==> config.mk <==
export PLATFORM = sky130hd
export DESIGN_NAME = mult_sequencer
export DESIGN_NICKNAME = d
export VERILOG_FILES = /design/src/rtl/mult_pkg.sv /design/src/rtl/rising_edge_detector.sv /design/src/rtl/mult_sequencer.sv
export SDC_FILE = /design/constraint.sdc
export NUM_CORES = 1
export LEC_CHECK = 0
export CAP_MARGIN = 20
export CORE_AREA = 4 4 41 43
export CTS_BUF_LIST = sky130_fd_sc_hd__clkbuf_16
export DETAILED_ROUTE_END_ITERATION = 10
export DIE_AREA = 0 0 45 47
export PLACE_DENSITY = 0.75
export SYNTH_ARGS = -nofsm -noshare
export SYNTH_HDL_FRONTEND = slang
export SYNTH_HIERARCHICAL = 1
export SYNTH_SLANG_ARGS = --single-unit
==> constraint.sdc <==
create_clock -name clk -period 1.25 [get_ports clk]
set_input_delay 0.1875 -clock clk [delete_from_list [all_inputs] [get_ports clk]]
set_output_delay 0.1875 -clock clk [all_outputs]
set_load 0.005 [all_outputs]
==> src/rtl/mult_pkg.sv <==
// Shared definitions for the signed shift-add multiplier.
// State encoding and default operand width.
package mult_pkg;

  localparam int DEF_WIDTH = 8;

  typedef enum logic [2:0] {
    IDLE  = 3'd0,
    LOAD  = 3'd1,
    CALC  = 3'd2,
    FIXUP = 3'd3,
    DONE  = 3'd4
  } state_t;

endpackage

==> src/rtl/rising_edge_detector.sv <==
// Registered 0->1 detector for a raw level input.
// Active-high async reset; history clears to 0.
module rising_edge_detector (
  input  logic clk,
  input  logic rst,
  input  logic lvl,
  output logic tck
);

  logic hist;

  // history register and one-cycle tick
  always_ff @(posedge clk or posedge rst) begin
    if (rst) begin
      hist <= 1'b0;
      tck  <= 1'b0;
    end else begin
      hist <= lvl;
      tck  <= lvl & ~hist;
    end
  end

endmodule

==> src/rtl/mult_sequencer.sv <==
// Control FSM for the sequential signed shift-add multiplier.
// Issues load/add/shift/negate strobes and tracks sign and step count.
module mult_sequencer
  import mult_pkg::*;
#(
  parameter  int WIDTH = DEF_WIDTH,
  localparam int CNT_W = $clog2(WIDTH + 1)
) (
  input  logic             clk,
  input  logic             rst,
  input  logic             start_lvl,
  input  logic             a_sign,
  input  logic             b_sign,
  input  logic             mplr_lsb,
  output logic             load,
  output logic             add_en,
  output logic             shift_en,
  output logic             negate_en,
  output logic             busy,
  output logic             done,
  output logic [CNT_W-1:0] step_cnt
);

  state_t     state;
  state_t     nxt;
  logic       sign;
  logic       tick;
  logic       rst_hi;
  logic       last;

  assign rst_hi = ~rst;
  assign last   = (step_cnt == CNT_W'(WIDTH - 1));

  rising_edge_detector u_edge (
    .clk (clk),
    .rst (rst_hi),
    .lvl (start_lvl),
    .tck (tick)
  );

  // state register
  always_ff @(posedge clk or negedge rst) begin
    if (!rst) state <= IDLE;
    else      state <= nxt;
  end

  // next state; ticks outside IDLE/DONE are dropped
  always_comb begin
    nxt = state;
    unique case (state)
      IDLE:    if (tick) nxt = LOAD;
      LOAD:    nxt = CALC;
      CALC:    if (last) nxt = FIXUP;
      FIXUP:   nxt = DONE;
      DONE:    if (tick) nxt = LOAD;
      default: nxt = IDLE;
    endcase
  end

  // state-decoded strobes; add_en follows the multiplier LSB
  always_comb begin
    load      = 1'b0;
    add_en    = 1'b0;
    shift_en  = 1'b0;
    negate_en = 1'b0;
    done      = 1'b0;
    unique case (state)
      LOAD: load = 1'b1;
      CALC: begin
        shift_en = 1'b1;
        add_en   = mplr_lsb;
      end
      FIXUP:   negate_en = sign;
      DONE:    done = 1'b1;
      default: ;
    endcase
    busy = (state == LOAD) | (state == CALC) |
           (state == FIXUP);
  end

  // step counter: cleared on entry to LOAD so it reads 0 there
  always_ff @(posedge clk or negedge rst) begin
    if (!rst)                step_cnt <= '0;
    else if (nxt == LOAD)    step_cnt <= '0;
    else if (state == CALC)  step_cnt <= step_cnt + 1'b1;
  end

  // result sign captured while operands are loaded
  always_ff @(posedge clk or negedge rst) begin
    if (!rst)               sign <= 1'b0;
    else if (state == LOAD) sign <= a_sign ^ b_sign;
  end

endmodule
==> impl_metrics.toml, run 1 <==
[run_status]
status = "finished with violations"
violations = "negative setup slack"

[global_routing]
grt_pass1_wl_um = 1950
gr-usage-met2_pct = 22.0
grt_pass1_vias = 428
grt_max_degree = 10
grt_antenna_before_repair = 0
grt-busiest-layer = "met2"
met3_usage_pct = 2.68
gr-total-overflow = 0
use_met1_pct = 16.4
grtUsageTotal_pct = 13.5

[worst_setup_path]
crit_fanout = 2
reg2reg_to = "step_cnt[3]"
r2r_start = "state[0]"
critPathCapture = "add_en"
cp-startpoint = "state[0]"
ff2ff_path_depth = 4
crit_arrival_ns = 1.29
reg2reg_slack_ns = -0.18
end_kind = "output pin"
worstSetupPathType = "reg -> out"
cp-start-kind = "flip-flop"
critical_path_required_ns = 1.06

[cells_and_area]
fillCellCount = 111
multi_input_area_um2 = 235
seqCellArea_um2 = 250
final_layout_size_suffix_gt1_share_pct = 40.8
diodes = 0
layout-area-overhead-vs-synth_pct = 81.6
nets = 85

[synthesis]
synth-edff-count = 0
syn_inst = 45
synth.top_cell.area_share_pct = 54.2
ys_seq_elements = 10
synth_seq_area_share_pct = 54.2
synth_ff_type = "dfrtp_1"
synth_cell_type_count = 19
ys_warn_count = 6
syn_avg_cell_area_um2 = 10.3
yosysMostFrequentCell = "dfrtp_1"
synth_area_leaders = "dfrtp_1, xnor2_1, inv_1"
synth.cell_area_um2 = 462
synth_top_area_cell = "dfrtp_1"
async_reset_ff_share_pct = 100
syn_nets = 52
yosys-top-cells-count = "dfrtp_1, inv_1, nor2_1"

[drt]
drt_iter0_drc = 3
drc = 0
routed_wirelength_um = 1170
viasPerCell = 4.65
vias = 423
ant_nets = 0
drt_first_pass_iters = 3
avgRoutedWirePerCell_um = 12.9

[cts]
cts.sinks = 10
cts_buffer_depth = 2
worstSkewPairLatency_ns = 0.23
cts_made_buffers = 3
clkTransAtPathRegs_ns = 0.04
htree_num_levels = 1
cts_root_buffer = "clkbuf_16"
tritoncts = "done"

[die]
die_x_um = 45
fp.dieH_um = 47
core_um2 = 1300
ios = 16
dieArea_um2 = 2120
start_util_pct = 35.5
row_count = 13

[timing]
rsz0062_at_grt = "yes"
slew_violations = 0
finalWorstSetupSlack_ns = -0.225
fin_tns_setup_ns = -1.34
hold_slack_ns = 0.256
slew_headroom_pct = 73.0
tightest_slew_ns = 0.403
max_freq_mhz = 678
min_period_over_period_pct = 118
finalCriticalPeriod_ns = 1.47
hold_violations = 0
fin_skew_ns = 0.00182
setup_viol = 11

[power_and_ir_drop]
peakVddDrop_mv = 1.47
power_density_nw_per_um2 = 2300
p_leak_nw = 0.429
p_total_w = 0.00192

[placed_design]
routabilityCongestion = 0.697
place_hpwl_um = 855
port_buffers = 15

[worst_hold_path]
min_path_type = "in -> async"

[flow_run]
drv_cap = 0
-- per-layer routing --
layer / routed length, µm / vias up
li1: - / 210
met1: 492 / 201
met2: 625 / 10
met3: 45 / 2
met4: 9 / 0
met5: 0 / -
-- state kept, by name (all words and copies together) (netlist names) --
signal / cells
step_cnt: 4
state: 3
sign: 1
u_edge/hist: 1
u_edge/tck: 1
-- per-stage QoR --
stage	instance area (µm²)	cells	worst slack (ns)	utilization [%]
floorplan	462	45	-0.0457	-
global placement	698	84	-0.380	53.7
global route	838	91	-0.269	64.4
finish	838	91	-0.225	64.4
detailed placement	698	84	-0.428	53.7
CTS	788	89	-0.238	60.6
-- worst min-delay path by stage --
stage	endpoint	slack (ns)	cells past startpoint
2_1_floorplan	sign	-0.11	0
3_3_place_gp	u_edge/tck	0.43	1
3_5_place_dp	u_edge/tck	0.45	1
4_1_cts	step_cnt[1]	0.27	1
5_1_grt	step_cnt[1]	0.28	1
6_report	step_cnt[0]	0.26	1
-- power by group --
| part | switching, W | internal, W | leakage [nW] |
|---|---|---|---|
| Combinational | 0.000360 | 0.000544 | 0.265 |
| Clock | 0.000127 | 0.000413 | 0.0370 |
| Sequential | 0.0000606 | 0.000421 | 0.127 |
| Total | 0.000547 | 0.00138 | 0.429 |
-- placed cells by master, fill, tap and decap left out --
cell	n
nor2_4	1
clkdlybuf4s50_1	5
nand3_1	1
a21oi_2	1
or3_1	1
o21ai_0	2
a41o_1	1
buf_2	3
xnor2_1	3
nor2_1	4
or3b_4	1
nand2_1	3
inv_2	1
and3_1	1
nand2_2	1
dfrtp_1	10
nor2b_2	1
and2_1	2
clkdlybuf4s15_2	1
nor3b_4	1
dlygate4sd2_1	5
clkbuf_16	3
ha_1	1
inv_1	4
buf_4	10
or2_2	1
nor2b_4	1
nor4bb_4	1
a21oi_1	2
buf_6	4
-- worst max-delay path, cell delays in order (launching register included) --
cell and delay, ns:
dfrtp_1 0.37, or3b_4 0.41, inv_2 0.06, and2_1 0.11, buf_2 0.11
-- cell families (layout without fill, tap and decap cells) --
| group | count (synthesis) | after routing | share of synthesized area [%] |
|---|---|---|---|
| xor gates and xnor gates | 3 | 3 | 5.69 |
| adders and majority gates | 1 | 1 | 2.71 |
| buffers and inverters | 5 | 36 | 4.07 |
| and+or+nand+nor | 20 | 20 | 25.7 |
| AOI/OAI and AO/OA | 6 | 6 | 7.59 |
| DFF | 10 | 10 | 54.2 |
-- what timing repair did --
action                                  4_1_cts  5_1_grt
hold buffers                                  0        0
pin swaps                                     3        4
setup buffers                                 3        3
gates resized for setup                      32        6
endpoints found under the setup margin       14       12
-- area by class of cell --
type | instances | share of cell area [%]
well taps | 15 | 2.24
clock buffers | 3 | 8.96
inverters | 5 | 2.24
flip-flops and latches | 10 | 29.9
multi-input cells | 30 | 28.1
repair buffers | 28 | 28.7
Power figures use the tool's default switching activity.
==> run 2, diff against run 1 <==
--- a/config.mk
+++ b/config.mk
@@ -6,10 +6,10 @@
 export NUM_CORES = 1
 export LEC_CHECK = 0
 export CAP_MARGIN = 20
-export CORE_AREA = 4 4 41 43
+export CORE_AREA = 2 2 39 41
 export CTS_BUF_LIST = sky130_fd_sc_hd__clkbuf_16
 export DETAILED_ROUTE_END_ITERATION = 10
-export DIE_AREA = 0 0 45 47
+export DIE_AREA = 0 0 41 43
 export PLACE_DENSITY = 0.75
 export SYNTH_ARGS = -nofsm -noshare
 export SYNTH_HDL_FRONTEND = slang
==> impl_metrics.toml, run 2 (synthesized netlist as in run 1, its figures left out) <==
[run_status]
status = "finished with violations"
violations = "negative setup slack"

[cts]
clkTransAtPathRegs_ns = 0.04
ctsHoldBuffers = 0
cts_made_buffers = 3
cts.sinks = 10
tritoncts = "done"
htree_num_levels = 1
cts_buffer_depth = 2
cts_root_buffer = "clkbuf_16"
worstSkewPairLatency_ns = 0.24

[power_and_ir_drop]
p_leak_nw = 0.459
clockPowerShare_pct = 27.1
peakVddDrop_mv = 1.12
p_sw_share_pct = 29.5
p_int_w = 0.00148
p_sw_w = 0.000620
pwr-share-comb_pct = 50.6
power_frac_seq_pct = 22.4
power_density_nw_per_um2 = 2310

[global_routing]
grt_pass1_vias = 437
grt_antenna_before_repair = 0
gr-total-overflow = 0
grt_max_degree = 7
grtUsageTotal_pct = 17.8
grt_pass1_wl_um = 1970

[worst_setup_path]
reg2reg_slack_ns = -0.17
path_depth = 4
end_kind = "output pin"
worstSetupPathType = "reg -> out"
critical_path_required_ns = 1.06
cp-start-kind = "flip-flop"
path_buf_inv = 2
crit_fanout = 3
crit_arrival_ns = 1.29
ff2ff_path_depth = 4
slowest_delay_ns = 0.40
cp_cell_sequence = "or3b_4, inv_2, and2_4, buf_6"
cp_slowest_cell = "or3b_4"
cpLargestDelayFamily = "simple AND/OR/NAND/NOR gates"

[cells_and_area]
multi_input_area_um2 = 273
diodes = 0
nets = 89
layout-area-overhead-vs-synth_pct = 97.6
final_layout_size_suffix_gt1_share_pct = 55.6
fillCellCount = 112
reg_top3 = "step_cnt (4), state (3)"
layout_common_cells = "buf_4, dfrtp_1, buf_6, clkdlybuf4s50_1, buf_2"
largest_reg_flops = 4
regMostFlops = "step_cnt"
seqCellArea_um2 = 250
final_common_cell = "buf_4"

[drt]
routed_wirelength_um = 1220
viasPerCell = 4.51
drt_iter0_drc = 0
ant_nets = 0
avgRoutedWirePerCell_um = 12.6
drt_first_pass_iters = 1
drc = 0
vias = 437

[placed_design]
port_buffers = 15
place_hpwl_um = 770
routabilityCongestion = 0.729

[die]
ios = 16
row_count = 14
start_util_pct = 33.4
die_x_um = 41
fp.dieH_um = 43
core_um2 = 1380
dieArea_um2 = 1760

[timing]
hold_violations = 0
min_period_over_period_pct = 118
fin_tns_setup_ns = -1.03
rsz0062_at_grt = "yes"
fin_skew_ns = 0.000292
tightest_slew_ns = 0.255
finalWorstSetupSlack_ns = -0.226
hold_slack_ns = 0.183
setup_viol = 10
finalCriticalPeriod_ns = 1.48
slew_headroom_pct = 82.9
slew_violations = 0
max_freq_mhz = 677

[flow_run]
drv_cap = 0

[worst_hold_path]
min_path_type = "in -> async"
-- run 2: layout make-up --
class	count	share of cell area, %
Sequential cell	10	27.4
Multi-Input combinational cell	30	29.9
Timing Repair Buffer	32	29.8
Tap cell	16	2.19
Inverter	5	2.06
Clock inverter	1	0.412
Clock buffer	3	8.23
-- run 2: routing by layer --
metal,part of all wire (%),up-vias,track usage [%]
met4,2.4,0,12.0
met1,41,206,21.5
met2,51,10,25.3
li1,-,219,-
met5,0,-,0
met3,4.6,2,6.28
-- run 2: what timing repair did --
| action | 4_1_cts | 5_1_grt |
|---|---|---|
| resized for setup | 44 | 14 |
| endpoints found under the hold margin | 0 | 0 |
| pin swaps | 6 | 8 |
| setup endpoints to repair | 13 | 12 |
| setup buffers | 8 | 2 |
| gates cloned | 0 | 0 |
-- run 2: power groups by stage --
stage | clock, W | sequential [W] | combinational (W)
finish | 0.000569 | 0.000470 | 0.00106
global route | 0.000599 | 0.000484 | 0.00115
CTS | 0.000580 | 0.000467 | 0.000932
detailed placement | 0 | 0.000499 | 0.000710
global placement | 0 | 0.000494 | 0.000694
floorplan | 0 | 0.000509 | 0.000264
-- run 2: metrics by stage --
step | total power, W | setup WS, ns | instance area (µm²) | cells | util (%)
after CTS | 0.00198 | -0.237 | 873 | 97 | 63.1
final | 0.00210 | -0.226 | 912 | 97 | 65.9
after detailed placement | 0.00121 | -0.388 | 707 | 86 | 51.1
after global routing | 0.00223 | -0.266 | 912 | 97 | 65.9
after global placement | 0.00119 | -0.376 | 707 | 86 | 51.1
after floorplan | 0.000773 | -0.0457 | 462 | 45 | -
-- run 2: worst paths after layout --
| path | start | end |
|---|---|---|
| max in group asynchronous | rst | step_cnt[3] |
| setup / recovery | state[2] | add_en |
| hold / removal | rst | sign |
| hold reg to reg | u_edge/hist | u_edge/tck |
| min in group clk | start_lvl | u_edge/hist |
| setup reg to reg | state[2] | step_cnt[3] |
==> run 3, diff against run 2 <==
--- a/config.mk
+++ b/config.mk
@@ -10,7 +10,7 @@
 export CTS_BUF_LIST = sky130_fd_sc_hd__clkbuf_16
 export DETAILED_ROUTE_END_ITERATION = 10
 export DIE_AREA = 0 0 41 43
-export PLACE_DENSITY = 0.75
+export PLACE_DENSITY = 0.73
 export SYNTH_ARGS = -nofsm -noshare
 export SYNTH_HDL_FRONTEND = slang
 export SYNTH_HIERARCHICAL = 1
==> constraint.sdc (replaced) <==
create_clock -name clk -period 1.88 [get_ports clk]
set_input_delay 0.282 -clock clk [delete_from_list [all_inputs] [get_ports clk]]
set_output_delay 0.282 -clock clk [all_outputs]
set_load 0.005 [all_outputs]
==> impl_metrics.toml, run 3 (synthesized netlist as in run 1, its figures left out) <==
[drt]
drt_first_pass_iters = 4
drt_iter0_drc = 6
vias = 396
ant_nets = 0
drc = 0
routed_wirelength_um = 1130
viasPerCell = 4.60
avgRoutedWirePerCell_um = 13.1

[power_and_ir_drop]
p_leak_nw = 0.384
peakVddDrop_mv = 0.877
power_density_nw_per_um2 = 1520

[timing]
finalWorstSetupSlack_ns = 0.0648
slew_violations = 0
min_period_over_period_pct = 96.6
max_freq_mhz = 551
setup_viol = 0
hold_slack_ns = 0.344
fin_skew_ns = 0.00189
tightest_slew_ns = 0.404
rsz0062_at_grt = "no"
hold_violations = 0
slew_headroom_pct = 73.0
fin_tns_setup_ns = 0
finalCriticalPeriod_ns = 1.82

[placed_design]
dp_cells = 81
routabilityCongestion = 0.750
port_buffers = 15
place_area_um2 = 669
place_hpwl_um = 774
pre_cts_ws_ns = 0.107

[worst_setup_path]
critical_path_required_ns = 1.60
crit_arrival_ns = 1.53
cp_cell_sequence = "buf_4, nor2b_2, and3_1, clkdlybuf4s50_1"
path_buf_inv = 2
r2r_start = "state[0]"
slowest_delay_ns = 0.43
crit_fanout = 4
path_depth = 4
cp-start-kind = "flip-flop"
worstSetupPathType = "reg -> out"
end_kind = "output pin"
reg2reg_to = "step_cnt[3]"
ff2ff_path_depth = 4
cpLargestDelayFamily = "buffers and inverters"
reg2reg_slack_ns = 0.35
cp_slowest_cell = "clkdlybuf4s50_1"

[cells_and_area]
layout_common_cells = "clkdlybuf4s50_1, dfrtp_1, buf_4"
final_cell_area_um2 = 772
final_common_cell = "clkdlybuf4s50_1"
reg_top3 = "step_cnt (4), state (3)"
final_cells = 86
final_layout_size_suffix_gt1_share_pct = 22.9
nets = 78
layout-area-overhead-vs-synth_pct = 67.2
fillCellCount = 136
largest_reg_flops = 4
regMostFlops = "step_cnt"
diodes = 0

[global_routing]
grtUsageTotal_pct = 14.6
grt_antenna_before_repair = 0
grt_pass1_wl_um = 1690
grt_pass1_vias = 388
gr-total-overflow = 0
grt_max_degree = 10

[die]
row_count = 14
start_util_pct = 33.4
dieArea_um2 = 1760
ios = 16
fp.dieH_um = 43
core_um2 = 1380
die_x_um = 41

[cts]
cts.sinks = 10
clkTransAtPathRegs_ns = 0.04
tritoncts = "done"
worstSkewPairLatency_ns = 0.24
cts_root_buffer = "clkbuf_16"
htree_num_levels = 1
cts_made_buffers = 3
ctsHoldBuffers = 0
cts_buffer_depth = 2

[run_status]
status = "finished, final reports clean"

[flow_run]
drv_cap = 0

[worst_hold_path]
min_path_type = "in -> async"
[run 3: cell types whose count changed in the layout (fill, tap and decap cells not counted), moves of 3 or more]
cell | previous run | this run
clkdlybuf4s50_1 | 5 | 13
buf_6 | 7 | 0
buf_2 | 5 | 0
buf_4 | 11 | 6
dlygate4sd2_1 | 4 | 1
[run 3: report_power, final]
| part | leakage (nW) | internal (W) | switching [W] |
|---|---|---|---|
| combinational | 0.218 | 0.000275 | 0.000185 |
| clock | 0.0385 | 0.000279 | 0.000102 |
| sequential | 0.127 | 0.000279 | 0.0000520 |
[run 3: metal layers]
metal  global-route usage [%]  vias up  wire [µm]
li1                         -      201          -
met1                     19.3      186        466
met2                     22.2        9        631
met3                     3.14        0         32
met4                     6.00        0          0
met5                        0        -          0
[run 3: cell type report]
type / count / area [µm²] / share of cell area [%]
Timing Repair Buffer: 21 / 196 / 25.4
Tap cell: 16 / 20.0 / 2.59
Inverter: 5 / 18.8 / 2.43
Multi-Input combinational cell: 30 / 208 / 26.9
Clock inverter: 1 / 3.75 / 0.486
Sequential cell: 10 / 250 / 32.4
Clock buffer: 3 / 75.1 / 9.72
[run 3: metrics by stage]
stage,power (W),utilization (%)
floorplan,0.000514,-
global placement,0.000744,48.4
detailed placement,0.000758,48.4
CTS,0.00115,54.2
global route,0.00124,55.8
finish,0.00117,55.8
[run 3: worst max-delay path by stage]
stage          startpoint        end  slack, ns
4_1_cts          state[2]   shift_en      0.004
5_1_grt          state[1]       done      0.007
6_report         state[0]  negate_en       0.06
2_1_floorplan    state[0]     add_en       0.51
3_3_place_gp     state[0]     add_en       0.14
3_5_place_dp     state[0]     add_en       0.11
[run 3: what timing repair did]
item                       4_1_cts  5_1_grt
setup buffers                    0        1
resized for setup                3        4
setup endpoints to repair        3        4
pin swaps                        1        1
[run 3: worst reg2reg max path: cells and delay by family (launching register included)]
family	cells	cell delay [ns]
buffers and inverters	1	0.15
AND/OR/NAND/NOR	2	0.75
flip-flops	1	0.39
AO/OA/AOI/OAI	1	0.16
